==> config.mk <==
export PLATFORM = sky130hd
export DESIGN_NAME = decode_queue_flat
export DESIGN_NICKNAME = d
export VERILOG_FILES = /design/src/rtl/decode_queue_if.sv /design/src/rtl/decode_queue.sv /design/src/flat_wrapper.sv
export SDC_FILE = /design/constraint.sdc
export NUM_CORES = 1
export LEC_CHECK = 0
export CORE_UTILIZATION = 35
export CTS_CLUSTER_SIZE = 25
export DETAILED_ROUTE_END_ITERATION = 10
export PLACE_DENSITY = 0.59
export RECOVER_POWER = 100
export SLEW_MARGIN = 20
export SYNTH_ARGS = -nofsm -noshare
export SYNTH_HDL_FRONTEND = slang
export SYNTH_SLANG_ARGS = --single-unit
==> constraint.sdc <==
create_clock -name clk -period 4.7 [get_ports clk]
set_input_delay 0.94 -clock clk [delete_from_list [all_inputs] [get_ports clk]]
set_output_delay 0.94 -clock clk [all_outputs]
set_load 0.02 [all_outputs]
==> src/rtl/decode_queue_if.sv <==
// Fetch-side and execute-side handshakes of decode_queue.
// The DUT takes the slave modport; the producer/consumer takes master.
interface decode_queue_if;
  logic        fetch_valid_i;
  logic        fetch_ready_o;
  logic [31:0] fetch_instr_i;
  logic        id_valid_o;
  logic        id_ready_i;
  logic [31:0] id_pc_o;
  logic [4:0]  rd_addr_o;
  logic [4:0]  rs1_addr_o;
  logic [4:0]  rs2_addr_o;
  logic        rs1_sel_o;
  logic        rs2_sel_o;
  logic [31:0] imm_o;
  logic [2:0]  f3_o;
  logic        f7_o;
  logic        we_rd_o;
  logic [1:0]  lsu_o;
  logic        branch_o;
  logic        jump_o;
  logic        trap_o;
  logic [3:0]  trap_cause_o;

  modport slave (
    input  fetch_valid_i, fetch_instr_i, id_ready_i,
    output fetch_ready_o, id_valid_o, id_pc_o,
    output rd_addr_o, rs1_addr_o, rs2_addr_o,
    output rs1_sel_o, rs2_sel_o, imm_o, f3_o, f7_o,
    output we_rd_o, lsu_o, branch_o, jump_o,
    output trap_o, trap_cause_o
  );

  modport master (
    output fetch_valid_i, fetch_instr_i, id_ready_i,
    input  fetch_ready_o, id_valid_o, id_pc_o,
    input  rd_addr_o, rs1_addr_o, rs2_addr_o,
    input  rs1_sel_o, rs2_sel_o, imm_o, f3_o, f7_o,
    input  we_rd_o, lsu_o, branch_o, jump_o,
    input  trap_o, trap_cause_o
  );
endinterface

==> src/rtl/decode_queue.sv <==
// PC-tagged instruction queue feeding a registered RV32I decode bundle.
// Traps are precise and sticky until the next redirect.
module decode_queue #(
  parameter int DEPTH          = 4,
  parameter bit SUPPORT_SYSTEM = 1'b1
) (
  input  logic          clk,
  input  logic          rst,
  input  logic [31:0]   pc_reset_i,
  input  logic          jump_i,
  input  logic [31:0]   pc_jump_i,
  decode_queue_if.slave q
);
  localparam int AW = $clog2(DEPTH);

  localparam logic [6:0] OPC_OPIMM  = 7'h13;
  localparam logic [6:0] OPC_LUI    = 7'h37;
  localparam logic [6:0] OPC_AUIPC  = 7'h17;
  localparam logic [6:0] OPC_OP     = 7'h33;
  localparam logic [6:0] OPC_JAL    = 7'h6f;
  localparam logic [6:0] OPC_JALR   = 7'h67;
  localparam logic [6:0] OPC_BRANCH = 7'h63;
  localparam logic [6:0] OPC_LOAD   = 7'h03;
  localparam logic [6:0] OPC_STORE  = 7'h23;
  localparam logic [6:0] OPC_MISC   = 7'h0f;
  localparam logic [6:0] OPC_SYSTEM = 7'h73;

  typedef struct packed {
    logic [4:0]  rd;
    logic [4:0]  rs1;
    logic [4:0]  rs2;
    logic        rs1_sel;
    logic        rs2_sel;
    logic [31:0] imm;
    logic [2:0]  f3;
    logic        f7;
    logic        we_rd;
    logic [1:0]  lsu;
    logic        branch;
    logic        jump;
    logic        trap;
    logic [3:0]  cause;
  } bundle_t;

  logic [31:0]   instr_q [DEPTH];
  logic [31:0]   pc_q    [DEPTH];
  logic [AW-1:0] wr_ptr;
  logic [AW-1:0] rd_ptr;
  logic [AW:0]   count;
  logic [31:0]   pc_cnt;
  logic          lock;
  logic          valid_q;
  logic [31:0]   pc_out;
  bundle_t       dec;
  bundle_t       out_q;
  logic          push;
  logic          pop;
  logic [31:0]   ins;
  logic [6:0]    opc;
  logic [31:0]   imm_i;
  logic [31:0]   imm_s;
  logic [31:0]   imm_b;
  logic [31:0]   imm_u;
  logic [31:0]   imm_j;

  assign q.fetch_ready_o = count != (AW+1)'(DEPTH);

  assign push = q.fetch_valid_i && q.fetch_ready_o
              && !jump_i && !rst;
  assign pop  = (count != '0) && !lock
              && (!valid_q || q.id_ready_i);

  assign ins = instr_q[rd_ptr];
  assign opc = ins[6:0];

  assign imm_i = {{20{ins[31]}}, ins[31:20]};
  assign imm_s = {{20{ins[31]}}, ins[31:25], ins[11:7]};
  assign imm_b = {{19{ins[31]}}, ins[31], ins[7],
                  ins[30:25], ins[11:8], 1'b0};
  assign imm_u = {ins[31:12], 12'h000};
  assign imm_j = {{11{ins[31]}}, ins[31], ins[19:12],
                  ins[20], ins[30:21], 1'b0};

  always_comb begin
    dec     = '0;
    dec.rd  = ins[11:7];
    dec.rs1 = ins[19:15];
    dec.rs2 = ins[24:20];
    dec.f3  = ins[14:12];
    dec.f7  = ins[30];
    unique case (1'b1)
      opc == OPC_OPIMM: begin
        dec.imm     = imm_i;
        dec.we_rd   = 1'b1;
        dec.rs1_sel = 1'b1;
      end
      opc == OPC_LUI,
      opc == OPC_AUIPC: begin
        dec.imm   = imm_u;
        dec.we_rd = 1'b1;
      end
      opc == OPC_OP: begin
        dec.rs1_sel = 1'b1;
        dec.rs2_sel = 1'b1;
        dec.we_rd   = 1'b1;
      end
      opc == OPC_JAL: begin
        dec.imm   = imm_j;
        dec.jump  = 1'b1;
        dec.we_rd = 1'b1;
      end
      opc == OPC_JALR: begin
        dec.imm     = imm_i;
        dec.jump    = 1'b1;
        dec.we_rd   = 1'b1;
        dec.rs1_sel = 1'b1;
      end
      opc == OPC_BRANCH: begin
        dec.imm     = imm_b;
        dec.branch  = 1'b1;
        dec.rs1_sel = 1'b1;
        dec.rs2_sel = 1'b1;
      end
      opc == OPC_LOAD: begin
        dec.imm     = imm_i;
        dec.lsu     = 2'd1;
        dec.we_rd   = 1'b1;
        dec.rs1_sel = 1'b1;
      end
      opc == OPC_STORE: begin
        dec.imm     = imm_s;
        dec.lsu     = 2'd2;
        dec.rs1_sel = 1'b1;
        dec.rs2_sel = 1'b1;
      end
      opc == OPC_MISC: begin
      end
      opc == OPC_SYSTEM: begin
        // CSR and other SYSTEM forms fall through as NOPs
        if (SUPPORT_SYSTEM && ins == 32'h0000_0073) begin
          dec.trap  = 1'b1;
          dec.cause = 4'd11;
        end else if (SUPPORT_SYSTEM && ins == 32'h0010_0073) begin
          dec.trap  = 1'b1;
          dec.cause = 4'd3;
        end
      end
      default: begin
        dec.trap  = 1'b1;
        dec.cause = 4'd2;
      end
    endcase
  end

  always_ff @(posedge clk) begin
    if (push) begin
      instr_q[wr_ptr] <= q.fetch_instr_i;
      pc_q[wr_ptr]    <= pc_cnt;
    end
  end

  always_ff @(posedge clk) begin
    if (rst) begin
      count   <= '0;
      wr_ptr  <= '0;
      rd_ptr  <= '0;
      pc_cnt  <= pc_reset_i;
      lock    <= 1'b0;
      valid_q <= 1'b0;
      pc_out  <= '0;
      out_q   <= '0;
    end else if (jump_i) begin
      count   <= '0;
      wr_ptr  <= '0;
      rd_ptr  <= '0;
      pc_cnt  <= pc_jump_i;
      lock    <= 1'b0;
      valid_q <= 1'b0;
    end else begin
      if (push) begin
        wr_ptr <= wr_ptr + AW'(1);
        pc_cnt <= pc_cnt + 32'd4;
      end
      if (pop) begin
        rd_ptr  <= rd_ptr + AW'(1);
        out_q   <= dec;
        pc_out  <= pc_q[rd_ptr];
        valid_q <= 1'b1;
        lock    <= dec.trap;
      end else if (q.id_ready_i) begin
        valid_q <= 1'b0;
      end
      count <= count + (AW+1)'(push) - (AW+1)'(pop);
    end
  end

  assign q.id_valid_o   = valid_q;
  assign q.id_pc_o      = pc_out;
  assign q.rd_addr_o    = out_q.rd;
  assign q.rs1_addr_o   = out_q.rs1;
  assign q.rs2_addr_o   = out_q.rs2;
  assign q.rs1_sel_o    = out_q.rs1_sel;
  assign q.rs2_sel_o    = out_q.rs2_sel;
  assign q.imm_o        = out_q.imm;
  assign q.f3_o         = out_q.f3;
  assign q.f7_o         = out_q.f7;
  assign q.we_rd_o      = out_q.we_rd;
  assign q.lsu_o        = out_q.lsu;
  assign q.branch_o     = out_q.branch;
  assign q.jump_o       = out_q.jump;
  assign q.trap_o       = out_q.trap;
  assign q.trap_cause_o = out_q.cause;
endmodule

==> src/flat_wrapper.sv <==
// flat-port wrapper written by rule: the top's interface ports become plain ports
module decode_queue_flat 
#(
  parameter int DEPTH          = 4,
  parameter bit SUPPORT_SYSTEM = 1'b1
)
  (clk, rst, pc_reset_i, jump_i, pc_jump_i, q_fetch_valid_i, q_fetch_instr_i, q_id_ready_i, q_fetch_ready_o, q_id_valid_o, q_id_pc_o, q_rd_addr_o, q_rs1_addr_o, q_rs2_addr_o, q_rs1_sel_o, q_rs2_sel_o, q_imm_o, q_f3_o, q_f7_o, q_we_rd_o, q_lsu_o, q_branch_o, q_jump_o, q_trap_o, q_trap_cause_o);
  decode_queue_if q_i ();
  input  logic clk;
  input  logic rst;
  input  logic [31:0] pc_reset_i;
  input  logic jump_i;
  input  logic [31:0] pc_jump_i;
  input wire logic [$bits(q_i.fetch_valid_i)-1:0] q_fetch_valid_i;
  input wire logic [$bits(q_i.fetch_instr_i)-1:0] q_fetch_instr_i;
  input wire logic [$bits(q_i.id_ready_i)-1:0] q_id_ready_i;
  output wire logic [$bits(q_i.fetch_ready_o)-1:0] q_fetch_ready_o;
  output wire logic [$bits(q_i.id_valid_o)-1:0] q_id_valid_o;
  output wire logic [$bits(q_i.id_pc_o)-1:0] q_id_pc_o;
  output wire logic [$bits(q_i.rd_addr_o)-1:0] q_rd_addr_o;
  output wire logic [$bits(q_i.rs1_addr_o)-1:0] q_rs1_addr_o;
  output wire logic [$bits(q_i.rs2_addr_o)-1:0] q_rs2_addr_o;
  output wire logic [$bits(q_i.rs1_sel_o)-1:0] q_rs1_sel_o;
  output wire logic [$bits(q_i.rs2_sel_o)-1:0] q_rs2_sel_o;
  output wire logic [$bits(q_i.imm_o)-1:0] q_imm_o;
  output wire logic [$bits(q_i.f3_o)-1:0] q_f3_o;
  output wire logic [$bits(q_i.f7_o)-1:0] q_f7_o;
  output wire logic [$bits(q_i.we_rd_o)-1:0] q_we_rd_o;
  output wire logic [$bits(q_i.lsu_o)-1:0] q_lsu_o;
  output wire logic [$bits(q_i.branch_o)-1:0] q_branch_o;
  output wire logic [$bits(q_i.jump_o)-1:0] q_jump_o;
  output wire logic [$bits(q_i.trap_o)-1:0] q_trap_o;
  output wire logic [$bits(q_i.trap_cause_o)-1:0] q_trap_cause_o;
  assign q_i.fetch_valid_i = q_fetch_valid_i;
  assign q_i.fetch_instr_i = q_fetch_instr_i;
  assign q_i.id_ready_i = q_id_ready_i;
  assign q_fetch_ready_o = q_i.fetch_ready_o;
  assign q_id_valid_o = q_i.id_valid_o;
  assign q_id_pc_o = q_i.id_pc_o;
  assign q_rd_addr_o = q_i.rd_addr_o;
  assign q_rs1_addr_o = q_i.rs1_addr_o;
  assign q_rs2_addr_o = q_i.rs2_addr_o;
  assign q_rs1_sel_o = q_i.rs1_sel_o;
  assign q_rs2_sel_o = q_i.rs2_sel_o;
  assign q_imm_o = q_i.imm_o;
  assign q_f3_o = q_i.f3_o;
  assign q_f7_o = q_i.f7_o;
  assign q_we_rd_o = q_i.we_rd_o;
  assign q_lsu_o = q_i.lsu_o;
  assign q_branch_o = q_i.branch_o;
  assign q_jump_o = q_i.jump_o;
  assign q_trap_o = q_i.trap_o;
  assign q_trap_cause_o = q_i.trap_cause_o;
  decode_queue #(.DEPTH(DEPTH), .SUPPORT_SYSTEM(SUPPORT_SYSTEM)) u_core (.clk(clk), .rst(rst), .pc_reset_i(pc_reset_i), .jump_i(jump_i), .pc_jump_i(pc_jump_i), .q(q_i));
endmodule
# --- Yosys cells after proc, flatten, opt, wreduce, memory -nomap -nowiden ---
# Memory sizes are Yosys's and may differ from the RTL's. A register that Yosys moved wholly into a read port is not among the register bits.
# Index checks and enable logic that the tools add are counted.
totals:
  reg_bits: 104
  latchBits: 0
  mem_bits_rw: 256
  rom_bits: 0
  in_bits: 101
  output_inout_bits: 97
  mem_count: 2
memory_table:
  columns: ["name", "depth", "width", "read_ports", "rd_clocked_by_memory_dff", "wr", "line_no", "source"]
  rows:
  - ["u_core.instr_q", 4, 32, 1, 1, 1, "decode_queue.sv:45", "logic [31:0] instr_q [DEPTH];"]
  - ["u_core.pc_q", 4, 32, 1, 1, 1, "decode_queue.sv:46", "logic [31:0] pc_q [DEPTH];"]
classes:
  add_sub_neg: 5
  multipliers: 0
  div_mod_pow: 0
  order_cmp: 0
  n_eq_ne: 14
  n_shift: 0
  n_mux: 19
  bitwise: 1
  reduce_logical: 22
ops:
  columns: ["op", "count"]
  rows:
  - ["$pmux 32 s5", 1]
  - ["$mux 32", 3]
  - ["$add 32x3->32 const B", 1]
  - ["$eq 32x21->1 const B", 1]
  - ["$eq 32x7->1 const B", 1]
  - ["$eq 7x7->1 const B", 4]
  - ["$eq 7x6->1 const B", 3]
  - ["$eq 7x5->1 const B", 2]
  - ["$mux 5", 2]
  - ["$pmux 5 s2", 1]
  - ["$reduce_or 10->1", 1]
  - ["$mux 1", 9]
  - ["$eq 7x2->1 const B", 1]
  - ["$eq 7x4->1 const B", 1]
  - ["$reduce_or 7->1", 1]
  - ["$reduce_bool 3->1", 2]
  - ["$reduce_or 2->1", 3]
  - ["$reduce_or 3->1", 2]
  - ["$reduce_or 6->1", 1]
  - ["$logic_and 1x1->1", 5]
  - ["$add 2x1->2 const B", 2]
  - ["$logic_not 1->1", 4]
  - ["$mux 2", 2]
  - ["$pmux 2 s2", 1]
  - ["other kinds (7)", 7]

# --- Longest topological paths before layout ---
depth:
  depth_word: 7
  depth_mapped: 9
  depth_no_buf: 9

# --- Worst setup path after synthesis ---
# Ideal clock, no wire load.
synth_timing:
  path_type: "input to register"
  start: "in jump_i"
  end: "mem u_core.instr_q[0][0] (enable)"
  t_arrival_ns: 3.104
  t_required_ns: 4.271
  path_slack_ns: 1.167
  path_stages: 5
  n_path_buf: 1
  cell_sequence: "clkbuf_1 > nor2_1 > inv_1 > nor2_1 > and2_1"
synth_between:
  elab_chain_cells: 5
synth_lines:
  columns: ["element", "line_no", "source"]
  rows:
  - ["start, declared", "flat_wrapper.sv:12", "input logic jump_i;"]
  - ["$logic_not 1->1", "decode_queue.sv:69", "&& !jump_i && !rst;"]
  - ["$logic_and 1x1->1 (2 in series)", "decode_queue.sv:69", null]
  - ["via u_core.push", "decode_queue.sv:56", "logic push;"]
  - ["$mux 1", "decode_queue.sv:156", "if (push) begin"]
  - ["$mux 1 (implied by the code)", "decode_queue.sv:157", "instr_q[wr_ptr] <= q.fetch_instr_i;"]
  - ["end, declared", "decode_queue.sv:45", null]
# The timed path passes the listed nets, and every way through them passes these cells.

# --- Worst setup path after layout ---
# Same ends and word-level chain as after synthesis.

==> out/qor.txt <==
Status - finished with violations
Violated checks - max-capacitance violations, max-slew violations
RSZ-0062 raised after global routing - no
CTS Buf Count - 42
Reg2Reg Setup Slack - 1.26 ns
Setup crit end kind - flop
Worst path required time - 4.82 ns
Crit-path max FO - 32
Core area - 44400 um2
Vias - 9883
Fin crit period - 3.91 ns
Final setup skew - 0.0138 ns
Worst R2R Path Depth - 6
Fin nets - 1408
Worst-path clk slew - 0.06 ns
Max Cap Viol - 10
Design Area, Final - 19700 um2
DRT iter0 DRCs - 609
FF-to-FF End - u_core.q.imm_o[30]
Final TNS setup - 0 ns
Hold Crit Class - flop to flop
GP Congestion - 0.833
# IOs - 198
Routed Antenna Nets - 0
Via count of the first global-routing pass - 10010
Leak - 0.00666 uW
Final hold slack - 0.449 ns
Final worst path period share - 0.832
Seq/Total Area, Yosys - 0.678
Slew Limit Fails - 330
WL/cell - 20.3 um
H-Tree Depth - 2
Unique masters post-synth - 64
# setup viols final - 0
Least-Margin Pin Slew - 2.25 ns
Port-buffer cells - 196
WL final - 39100 um
Vias/cell - 5.13
P per Cell Area - 496 nW/um2
Chip height - 215 um
Number of synthesized flops with an enable pin - 288
Top cells by area, synth - edfxtp_1 55%, dfxtp_1 13%, mux4_2 8.3%
CP startpoint - jump_i
Yosys top cell area share - 0.547
Initial Util - 0.356
GRT Total Usage - 0.170
Congestion Overflow GR - 0
Crit path kind - input pin to flop
1st-pass router iterations - 4
Root Buffer - clkbuf_16
Maximum clock rate - 256 MHz
Max Buffers Root-to-Sink - 3
Slew HR - -0.501
Top post-synthesis cells by count - 288 x edfxtp_1, 160 x nand2_1, 104 x dfxtp_1
FFs w/ async S/R, synth - 0
Power Total - 9800 uW
VDD IR max - 285 uV
Placed Area - 18300 um2
Post-Syn Area per Cell - 14.3 um2
CP endpoint - u_core.instr_q[0][0]
Clock Latency Late Sink - 0.55 ns
Post-CTS resize count - 0
Number of remaining DRC errors - 0
Largest net degree at the start of global routing - 66
CTS tree - yes
Setup bufs post-CTS - 0
Synth area leader - edfxtp_1
Cell with the most instances after synthesis - edfxtp_1
Die area - 46100 um2
Site Rows - 77
Cells after synthesis - 1103
Data arrival, critical path - 4.03 ns
Synth warnings - 0
Fin. Hold Viols - 0
FF+latch count, synth - 392
Syn Nets - 1212
Synthesized area - 15800 um2
First-pass GRT wire length - 59900 um
Post-detail-place hpwl - 25700 um
Most used DFF post-synth - edfxtp_1
Hold_buf cts - 0
Total clock sinks - 392
Layout area overhead - 24.8%
Filler cell count - 3929
Share of layout cells above drive strength 1 - 0.119
Antenna violations before repair - 5
Critical Path Source Type - input pin
Die W - 215 um
==> cell type report <==
type	instances	area, um2	share of cell area
well taps	592	741	0.0375
repair buffers	220	2100	0.106
diodes	3	7.51	0.000380
clock inverters	18	249	0.0126
multi-input cells	632	4670	0.237
flip-flops and latches	392	10700	0.544
inverters	11	41.3	0.00209
clock buffers	59	1210	0.0611
==> sequential cells by signal (all words and copies together), names as in the netlist, 5 cells and up, named ones only <==
| name | count |
|---|---|
| u_core.q.id_pc_o | 32 |
| u_core.pc_cnt | 32 |
| u_core.pc_q | 128 |
| u_core.q.rs1_addr_o | 5 |
| u_core.q.rs2_addr_o | 5 |
| u_core.q.rd_addr_o | 5 |
| u_core.instr_q | 128 |
| u_core.q.imm_o | 32 |
==> logic make-up after synthesis <==
group,Yosys count,synth area share
buffers and inverters,79,0.0272
multiplexers,82,0.104
adder cells (fa/ha/maj),8,0.00680
other,1,0.000237
flip-flops,392,0.678
XOR/XNOR,26,0.0144
AND/OR/NAND/NOR,329,0.101
AO/OA/AOI/OAI,186,0.0682
==> worst min-delay path by stage <==
stage,startpoint,to,slack (ns),depth (start not counted)
after detailed placement,u_core.q.id_pc_o[5],u_core.q.id_pc_o[5],0.45,2
after CTS,u_core.q.id_pc_o[5],u_core.q.id_pc_o[5],0.46,2
after floorplan,u_core.pc_cnt[0],u_core.pc_q[0][0],0.46,0
after global routing,u_core.q.rs1_addr_o[4],u_core.q.rs1_addr_o[4],0.46,2
after global placement,u_core.q.id_pc_o[18],u_core.q.id_pc_o[18],0.44,2
final,u_core.q.id_pc_o[5],u_core.q.id_pc_o[5],0.45,2
==> per-stage QoR <==
step | std cells | setup WS [ns] | utilization
final | 1927 | 0.791 | 0.445
after global routing | 1927 | 0.500 | 0.445
after CTS | 1924 | 1.17 | 0.445
after detailed placement | 1847 | 1.00 | 0.413
after global placement | 1847 | 1.06 | 0.413
after floorplan | 1103 | 1.17 | -
==> critical path, cell delays in order <==
cell           delay [ns]
dlygate4sd3_1        0.58
nor2_1               0.15
inv_1                0.21
nor2_1               0.30
and2_2               0.21
clkbuf_1             1.60
==> cell usage in the layout (no fill, tap or decap), types with 5 or more instances in the layout <==
master | synthesis | layout
inv_1 | 11 | 11
dfxtp_1 | 104 | 102
and3b_1 | 8 | 8
dlygate4sd3_1 | 0 | 130
clkinv_2 | 0 | 5
mux4_1 | 6 | 6
xnor2_1 | 12 | 12
a22oi_1 | 5 | 5
and2_2 | 1 | 5
ha_1 | 7 | 7
and3_1 | 13 | 13
clkbuf_16 | 0 | 43
bufinv_16 | 0 | 6
a221oi_1 | 5 | 5
a21oi_1 | 95 | 95
or3_1 | 6 | 6
o21ai_0 | 41 | 41
mux2i_1 | 14 | 14
mux4_2 | 58 | 58
nor2_1 | 32 | 32
nand2_1 | 160 | 160
nor4_1 | 13 | 11
clkbuf_8 | 5 | 7
o31ai_1 | 6 | 6
a311oi_1 | 9 | 9
nand4_1 | 11 | 11
nor3_1 | 23 | 23
nand3_1 | 24 | 24
clkdlybuf4s50_1 | 0 | 65
buf_4 | 2 | 13
xor2_1 | 14 | 14
nor2b_1 | 8 | 8
clkbuf_1 | 49 | 20
edfxtp_1 | 288 | 288
o22ai_1 | 7 | 7
==> routing by layer <==
| metal | global-route usage | share of wire | up-vias |
|---|---|---|---|
| met5 | 0 | 0.00079 | - |
| met4 | 0.0660 | 0.031 | 4 |
| met3 | 0.0357 | 0.049 | 75 |
| met2 | 0.273 | 0.47 | 227 |
| met1 | 0.225 | 0.45 | 4980 |
| li1 | - | - | 4597 |
==> power breakdown <==
group          total (uW)  switching [uW]  internal (uW)  leakage, uW
logic                2030            1190            839      0.00245
registers            4320             272           4050      0.00349
clock network        3450            1330           2120     0.000709
(Power assumes the default switching activity.)
